==> src/rtl/spi_xfer_ctrl_if.sv <==
// Bus bundle for spi_xfer_ctrl: CPU-side TX/RX FIFO handshakes, status, and the byte-engine link.
// master = CPU + engine side (drives pushes, pops, engine status); slave = the controller.
interface spi_xfer_ctrl_if #(
    parameter int TX_DEPTH = 8,
    parameter int RX_DEPTH = 8
);
    localparam int TXL = $clog2(TX_DEPTH) + 1;
    localparam int RXL = $clog2(RX_DEPTH) + 1;

    logic [7:0]     tx_data;
    logic           tx_keep;
    logic           tx_valid;
    logic           tx_ready;
    logic [7:0]     rx_data;
    logic           rx_valid;
    logic           rx_ready;
    logic [TXL-1:0] tx_level;
    logic [RXL-1:0] rx_level;
    logic           idle;
    logic           err;
    logic           err_clr;
    logic [7:0]     eng_so;
    logic           eng_ex;
    logic           eng_ack;
    logic           eng_busy;
    logic [7:0]     eng_si;

    modport master (
        output tx_data, tx_keep, tx_valid, rx_ready, err_clr, eng_busy, eng_si,
        input  tx_ready, rx_data, rx_valid, tx_level, rx_level, idle, err, eng_so, eng_ex, eng_ack
    );

    modport slave (
        input  tx_data, tx_keep, tx_valid, rx_ready, err_clr, eng_busy, eng_si,
        output tx_ready, rx_data, rx_valid, tx_level, rx_level, idle, err, eng_so, eng_ex, eng_ack
    );
endinterface

==> src/rtl/spi_xfer_ctrl.sv <==
// SPI transfer sequencer: TX FIFO -> byte engine handshake -> RX FIFO.
// Optional REQ watchdog enabled by defining SPI_XFER_TIMEOUT_EN.
module spi_xfer_ctrl #(
    parameter int TX_DEPTH = 8,
    parameter int RX_DEPTH = 8,
    parameter int TIMEOUT  = 1024
) (
    input  logic           clk,
    input  logic           rst,
    spi_xfer_ctrl_if.slave bus
);
    localparam int TXA = $clog2(TX_DEPTH);
    localparam int RXA = $clog2(RX_DEPTH);
    localparam logic [TXA:0] TX_FULL = (TXA+1)'(TX_DEPTH);
    localparam logic [RXA:0] RX_FULL = (RXA+1)'(RX_DEPTH);

    localparam logic [1:0] S_IDLE  = 2'd0;
    localparam logic [1:0] S_REQ   = 2'd1;
    localparam logic [1:0] S_SHIFT = 2'd2;
    localparam logic [1:0] S_CAP   = 2'd3;

    logic [1:0]   r_state;
    logic [7:0]   r_so;
    logic         r_keep;
    logic [8:0]   r_tx_mem [TX_DEPTH];
    logic [7:0]   r_rx_mem [RX_DEPTH];
    logic [TXA:0] r_tx_wp, r_tx_rp;
    logic [RXA:0] r_rx_wp, r_rx_rp;

    logic [TXA:0] w_tx_level;
    logic [RXA:0] w_rx_level;
    logic         w_tx_ready, w_rx_valid;
    logic         w_tx_push, w_rx_push, w_rx_pop;
    logic [8:0]   w_head;
    logic         w_start;
    logic         w_to_fire;

    assign w_tx_level = r_tx_wp - r_tx_rp;
    assign w_rx_level = r_rx_wp - r_rx_rp;
    assign w_tx_ready = (w_tx_level != TX_FULL);
    assign w_rx_valid = (w_rx_level != '0);
    assign w_tx_push  = bus.tx_valid & w_tx_ready;
    assign w_rx_pop   = bus.rx_ready & w_rx_valid;
    assign w_rx_push  = (r_state == S_CAP) & r_keep;
    assign w_head     = r_tx_mem[r_tx_rp[TXA-1:0]];

    // RX space is reserved here: only one byte is ever in flight, so the level seen now cannot grow before CAPTURE.
    assign w_start = (r_state == S_IDLE) && (w_tx_level != '0) &&
                     (!w_head[8] || (w_rx_level != RX_FULL));

    always_ff @(posedge clk) begin
        if (w_tx_push) r_tx_mem[r_tx_wp[TXA-1:0]] <= {bus.tx_keep, bus.tx_data};
        if (w_rx_push) r_rx_mem[r_rx_wp[RXA-1:0]] <= bus.eng_si;
    end

    always_ff @(posedge clk or posedge rst) begin
        if (rst) begin
            r_tx_wp <= '0;
            r_tx_rp <= '0;
            r_rx_wp <= '0;
            r_rx_rp <= '0;
        end else begin
            if (w_tx_push) r_tx_wp <= r_tx_wp + 1'b1;
            if (w_start)   r_tx_rp <= r_tx_rp + 1'b1;
            if (w_rx_push) r_rx_wp <= r_rx_wp + 1'b1;
            if (w_rx_pop)  r_rx_rp <= r_rx_rp + 1'b1;
        end
    end

    always_ff @(posedge clk or posedge rst) begin
        if (rst) begin
            r_state <= S_IDLE;
            r_so    <= '0;
            r_keep  <= 1'b0;
        end else begin
            case (r_state)
                S_IDLE: if (w_start) begin
                    r_so    <= w_head[7:0];
                    r_keep  <= w_head[8];
                    r_state <= S_REQ;
                end
                // A busy already high on entry counts as the engine having started.
                S_REQ: begin
                    if (bus.eng_busy)   r_state <= S_SHIFT;
                    else if (w_to_fire) r_state <= S_IDLE;
                end
                S_SHIFT: if (!bus.eng_busy) r_state <= S_CAP;
                default: r_state <= S_IDLE;
            endcase
        end
    end

`ifdef SPI_XFER_TIMEOUT_EN
    localparam int TOW = $clog2(TIMEOUT + 1) + 1;
    logic [TOW-1:0] r_to_cnt;
    logic           r_err;

    assign w_to_fire = (r_state == S_REQ) && !bus.eng_busy && (r_to_cnt == TOW'(TIMEOUT - 1));

    always_ff @(posedge clk or posedge rst) begin
        if (rst)                    r_to_cnt <= '0;
        else if (r_state != S_REQ)  r_to_cnt <= '0;
        else                        r_to_cnt <= r_to_cnt + 1'b1;
    end

    always_ff @(posedge clk or posedge rst) begin
        if (rst)              r_err <= 1'b0;
        else if (w_to_fire)   r_err <= 1'b1;
        else if (bus.err_clr) r_err <= 1'b0;
    end

    assign bus.err = r_err;
`else
    localparam int UNUSED_TIMEOUT = TIMEOUT;
    logic w_unused_err_clr;
    assign w_unused_err_clr = bus.err_clr;
    assign w_to_fire = 1'b0;
    assign bus.err   = 1'b0;
`endif

    assign bus.tx_ready = w_tx_ready;
    assign bus.rx_valid = w_rx_valid;
    assign bus.rx_data  = r_rx_mem[r_rx_rp[RXA-1:0]];
    assign bus.tx_level = w_tx_level;
    assign bus.rx_level = w_rx_level;
    assign bus.idle     = (r_state == S_IDLE) && (w_tx_level == '0);
    assign bus.eng_so   = r_so;
    assign bus.eng_ex   = (r_state == S_REQ);
    assign bus.eng_ack  = (r_state == S_CAP);
endmodule
==> src/flat_wrapper.sv <==
// flat-port wrapper written by rule: the top's interface ports become plain ports
module spi_xfer_ctrl_flat 
#(
    parameter int TX_DEPTH = 8,
    parameter int RX_DEPTH = 8,
    parameter int TIMEOUT  = 1024
)
  (clk, rst, bus_tx_data, bus_tx_keep, bus_tx_valid, bus_rx_ready, bus_err_clr, bus_eng_busy, bus_eng_si, bus_tx_ready, bus_rx_data, bus_rx_valid, bus_tx_level, bus_rx_level, bus_idle, bus_err, bus_eng_so, bus_eng_ex, bus_eng_ack);
  spi_xfer_ctrl_if #(.TX_DEPTH(TX_DEPTH), .RX_DEPTH(RX_DEPTH)) bus_i ();
  input  logic clk;
  input  logic rst;
  input wire logic [$bits(bus_i.tx_data)-1:0] bus_tx_data;
  input wire logic [$bits(bus_i.tx_keep)-1:0] bus_tx_keep;
  input wire logic [$bits(bus_i.tx_valid)-1:0] bus_tx_valid;
  input wire logic [$bits(bus_i.rx_ready)-1:0] bus_rx_ready;
  input wire logic [$bits(bus_i.err_clr)-1:0] bus_err_clr;
  input wire logic [$bits(bus_i.eng_busy)-1:0] bus_eng_busy;
  input wire logic [$bits(bus_i.eng_si)-1:0] bus_eng_si;
  output wire logic [$bits(bus_i.tx_ready)-1:0] bus_tx_ready;
  output wire logic [$bits(bus_i.rx_data)-1:0] bus_rx_data;
  output wire logic [$bits(bus_i.rx_valid)-1:0] bus_rx_valid;
  output wire logic [$bits(bus_i.tx_level)-1:0] bus_tx_level;
  output wire logic [$bits(bus_i.rx_level)-1:0] bus_rx_level;
  output wire logic [$bits(bus_i.idle)-1:0] bus_idle;
  output wire logic [$bits(bus_i.err)-1:0] bus_err;
  output wire logic [$bits(bus_i.eng_so)-1:0] bus_eng_so;
  output wire logic [$bits(bus_i.eng_ex)-1:0] bus_eng_ex;
  output wire logic [$bits(bus_i.eng_ack)-1:0] bus_eng_ack;
  assign bus_i.tx_data = bus_tx_data;
  assign bus_i.tx_keep = bus_tx_keep;
  assign bus_i.tx_valid = bus_tx_valid;
  assign bus_i.rx_ready = bus_rx_ready;
  assign bus_i.err_clr = bus_err_clr;
  assign bus_i.eng_busy = bus_eng_busy;
  assign bus_i.eng_si = bus_eng_si;
  assign bus_tx_ready = bus_i.tx_ready;
  assign bus_rx_data = bus_i.rx_data;
  assign bus_rx_valid = bus_i.rx_valid;
  assign bus_tx_level = bus_i.tx_level;
  assign bus_rx_level = bus_i.rx_level;
  assign bus_idle = bus_i.idle;
  assign bus_err = bus_i.err;
  assign bus_eng_so = bus_i.eng_so;
  assign bus_eng_ex = bus_i.eng_ex;
  assign bus_eng_ack = bus_i.eng_ack;
  spi_xfer_ctrl #(.TX_DEPTH(TX_DEPTH), .RX_DEPTH(RX_DEPTH), .TIMEOUT(TIMEOUT)) u_core (.clk(clk), .rst(rst), .bus(bus_i));
endmodule
==> config.mk <==
export PLATFORM = sky130hd
export DESIGN_NAME = spi_xfer_ctrl_flat
export DESIGN_NICKNAME = d
export VERILOG_FILES = /design/src/rtl/spi_xfer_ctrl_if.sv /design/src/rtl/spi_xfer_ctrl.sv /design/src/flat_wrapper.sv
export SDC_FILE = /design/constraint.sdc
export NUM_CORES = 1
export LEC_CHECK = 0
export CAP_MARGIN = 20
export CORE_MARGIN = 1
export CORE_UTILIZATION = 52
export DETAILED_ROUTE_END_ITERATION = 10
export GPL_TIMING_DRIVEN = 0
export PLACE_DENSITY = 0.79
export SLEW_MARGIN = 15
export SYNTH_ARGS = -nofsm -noshare
export SYNTH_HDL_FRONTEND = slang
export SYNTH_SLANG_ARGS = --single-unit
==> constraint.sdc <==
create_clock -name clk -period 3.31 [get_ports clk]
set_input_delay 0.662 -clock clk [delete_from_list [all_inputs] [get_ports clk]]
set_output_delay 0.662 -clock clk [all_outputs]
set_load 0.01 [all_outputs]
==> run_results.csv <==
group,metric,value,unit
worst_setup_path,path_buf_inv,4,
timing,setup-violations-final,0,
global_routing,grt_max_degree,28,
flow_run,cap_violations,0,
die,start_util,53.77,%
finish,nets,513,
clocking,clkTransAtPathRegs,0.06,ns
worst_setup_path,cp.arrival,2.51,ns
clocking,clock_latency,0.43,ns
worst_setup_path,max_stage_delay,0.48,ns
routing,num_vias,3649,
synthesis,postSynthAreaPerCell,17.58,sq um
placement,hpwl,8539,um
routing,routedWlPerCell,19.49,um
routing,vias_per_cell,5.546,
timing,finalClockSkew,0.01062,ns
global_routing,grtUsageTotal,21.21,%
finish,antenna_cells,0,
die,rows,41,
synthesis,synth_cell_type_count,48,
worst_setup_path,crit_family,"buffers and inverters",
power,vdd_ir_drop_max,0.7325,mV
clocking,ctsRootBufferMaster,"clkbuf_16",
hold_path,hold_class,"reg -> reg",
finish,final_area,8432,sq um
placement,io_buffers,50,
die,pin_count,53,
placement,post_dp_cell_area,7674,sq um
power,leakagePower,3.074,nW
routing,wl,12830,um
timing,finalWorstSetupSlack,0.1418,ns
die,die_w,116.7,um
synthesis,synth_edf_count,136,
global_routing,grt_pass1_wl,19980,um
worst_setup_path,path_class,"reg -> out",
timing,finalCriticalPeriod,3.168,ns
clocking,cts_tree,"built",
clocking,cts_hold_buf,0,
worst_setup_path,cp-end-kind,"output port",
synthesis,ys_ff_latch,163,
outcome,outcome,"finished clean",
power,power_density,1005,nW/um^2
synthesis,synth_area,6840,sq um
placement,pre_cts_ws,-0.9567,ns
synthesis,async_flop_share,16.56,%
die,fp.dieArea,13620,sq um
finish,fill_cells,882,
clocking,cts_inserted_buffers,17,
synthesis,synth_flop_cell,"edfxtp_1",
global_routing,antenna_found_initial,0,
die,die-height,116.7,um
clocking,clock-sinks,163,
timing,tightest_slew,0.9826,ns
worst_setup_path,required,2.65,ns
timing,maxSlewHeadroom,34.25,%
synthesis,syn_inst,389,
power,finalPower,8.478,mW
worst_setup_path,crit_path_top_delay_cell,"clkdlybuf4s50_1",
global_routing,grt_overflow,0,
clocking,cts_buffer_depth,2,
timing,grt_setup_unrepaired,"false",
worst_setup_path,critPathLaunchType,"flip-flop",
synthesis,syn-num-nets,429,
worst_setup_path,path_max_fanout,10,
placement,place_congestion,0.7207,
routing,antenna_left,0,
finish,syn_to_final_growth,23.27,%
clocking,cts_max_level,4,
worst_setup_path,worstPathCellList,"clkbuf_8 > clkbuf_16 > inv_1 > ha_1 > nand3b_1 > and3b_1 > or2_2 > clkdlybuf4s50_1",
die,core_area,12720,sq um
synthesis,yosys_warnings,0,
global_routing,grt_pass1_vias,3768,
synthesis,seq_area_frac_synth,69.58,%
timing,drv_slew,0,
timing,finalHoldViolations,0,
routing,drt-initial-drc-count,210,
finish,drive_above_1_share,26.54,%
routing,dr.pass1.iters,4,
routing,drc,0,
timing,max_freq,315.6,MHz
timing,period_share,95.72,%
cell usage after synthesis, types with 5 or more instances:
cell / count / share of area, %
nand3_1: 7 / 0.51
ha_1: 15 / 2.7
mux4_2: 26 / 8.6
xnor2_1: 9 / 1.2
mux2_4: 9 / 2.0
edfxtp_1: 136 / 60
inv_1: 13 / 0.71
nor2_1: 9 / 0.49
xor2_1: 8 / 1.0
clkbuf_1: 6 / 0.33
nand2_1: 56 / 3.1
mux4_1: 8 / 3.1
mux2_2: 5 / 0.82
nor3_1: 8 / 0.59
dfrtp_1: 27 / 9.9
path summary, 6_finish.rpt:
path | to | from | slack [ns] | cells after the start
setup / recovery | bus_rx_level[3] | u_core.r_rx_rp[1] | 0.14 | 8
setup reg to reg | u_core.r_tx_mem[5][6] | u_core.r_tx_rp[1] | 0.24 | 8
hold reg to reg | u_core.r_rx_wp[3] | u_core.r_rx_wp[3] | 0.49 | 1
min in group asynchronous | u_core.bus.eng_so[2] | rst | 0.62 | 2
max in group asynchronous | u_core.r_tx_wp[0] | rst | 2.25 | 2
hold / removal | u_core.r_rx_wp[3] | u_core.r_rx_wp[3] | 0.49 | 1
state kept, by name, indices dropped and copies added, names as in the netlist:
signal,cells
u_core.r_tx_mem,72
u_core.r_keep,1
u_core.r_rx_mem,64
u_core.r_tx_rp,4
u_core.r_rx_rp,4
u_core.r_tx_wp,4
u_core.r_rx_wp,4
u_core.r_state,2
u_core.bus.eng_so,8
report_power, final:
group	switching (mW)	internal, mW	total, mW
logic	1.75	1.91	3.66
registers	0.239	2.63	2.87
clock network	0.736	1.22	1.95
worst reg2reg max path, stage by stage, from the launching register on:
cell        delay (ns)
dfrtp_1           0.40
buf_8             0.17
clkinvlp_4        0.14
fa_2              0.42
xor2_2            0.20
or3_1             0.36
o31ai_2           0.67
nor3_2            0.23
buf_4             0.24
logic make-up after synthesis:
logic type,count (synthesis),synth area share (%)
flops,163,69.58
xor+xnor,17,2.177
fa+ha+maj,17,3.329
simple gates,97,6.457
compound gates,16,1.774
other cells,1,0.05482
buf+inv,29,2.049
mux,49,14.58
cell usage in the layout (no fill, tap or decap), drive strengths merged, types with 8 or more instances in the layout:
cell	count
buf	27
clkbuf	24
clkdlybuf4s50	47
clkinv	8
dfrtp	27
edfxtp	136
ha	15
inv	12
mux2	14
mux4	34
nand2	56
nor2	9
nor3	8
xnor2	9
xor2	8
area by class of cell:
| type | count | area, sq um | area share (%) |
|---|---|---|---|
| plain buffers | 12 | 123.9 | 1.469 |
| clock buffers | 21 | 460.4 | 5.461 |
| clock inverters | 11 | 135.1 | 1.603 |
| inverters | 15 | 70.07 | 0.8310 |
| multi-input cells | 197 | 2036 | 24.14 |
| flip-flops and latches | 163 | 4766 | 56.52 |
| well taps | 172 | 215.2 | 2.552 |
| repair buffers | 67 | 625.6 | 7.419 |
what timing repair did:
item | CTS | global route
resized for setup | 35 | 7
pin swaps | 2 | 2
setup endpoints to repair | 103 | 9
setup buffers | 6 | 2
metal layers:
layer | track usage, % | share of wire [%] | vias up
met4 | 8.523 | 2.1 | 0
met3 | 5.916 | 3.8 | 23
met5 | 0 | 0 | -
li1 | - | - | 1667
met2 | 36.80 | 52 | 86
met1 | 25.07 | 42 | 1873
stage by stage:
stage | instances | setup TNS, ns | hold slack (ns) | utilization, %
2_1_floorplan | 389 | 0 | 0.4607 | -
3_3_place_gp | 611 | -47.27 | 0.4777 | 59.44
3_5_place_dp | 619 | -15.40 | 0.4808 | 60.32
4_1_cts | 655 | 0 | 0.4917 | 65.96
5_1_grt | 658 | 0 | 0.5059 | 66.28
6_report | 658 | 0 | 0.4921 | 66.28
(Power assumes the default switching activity.)
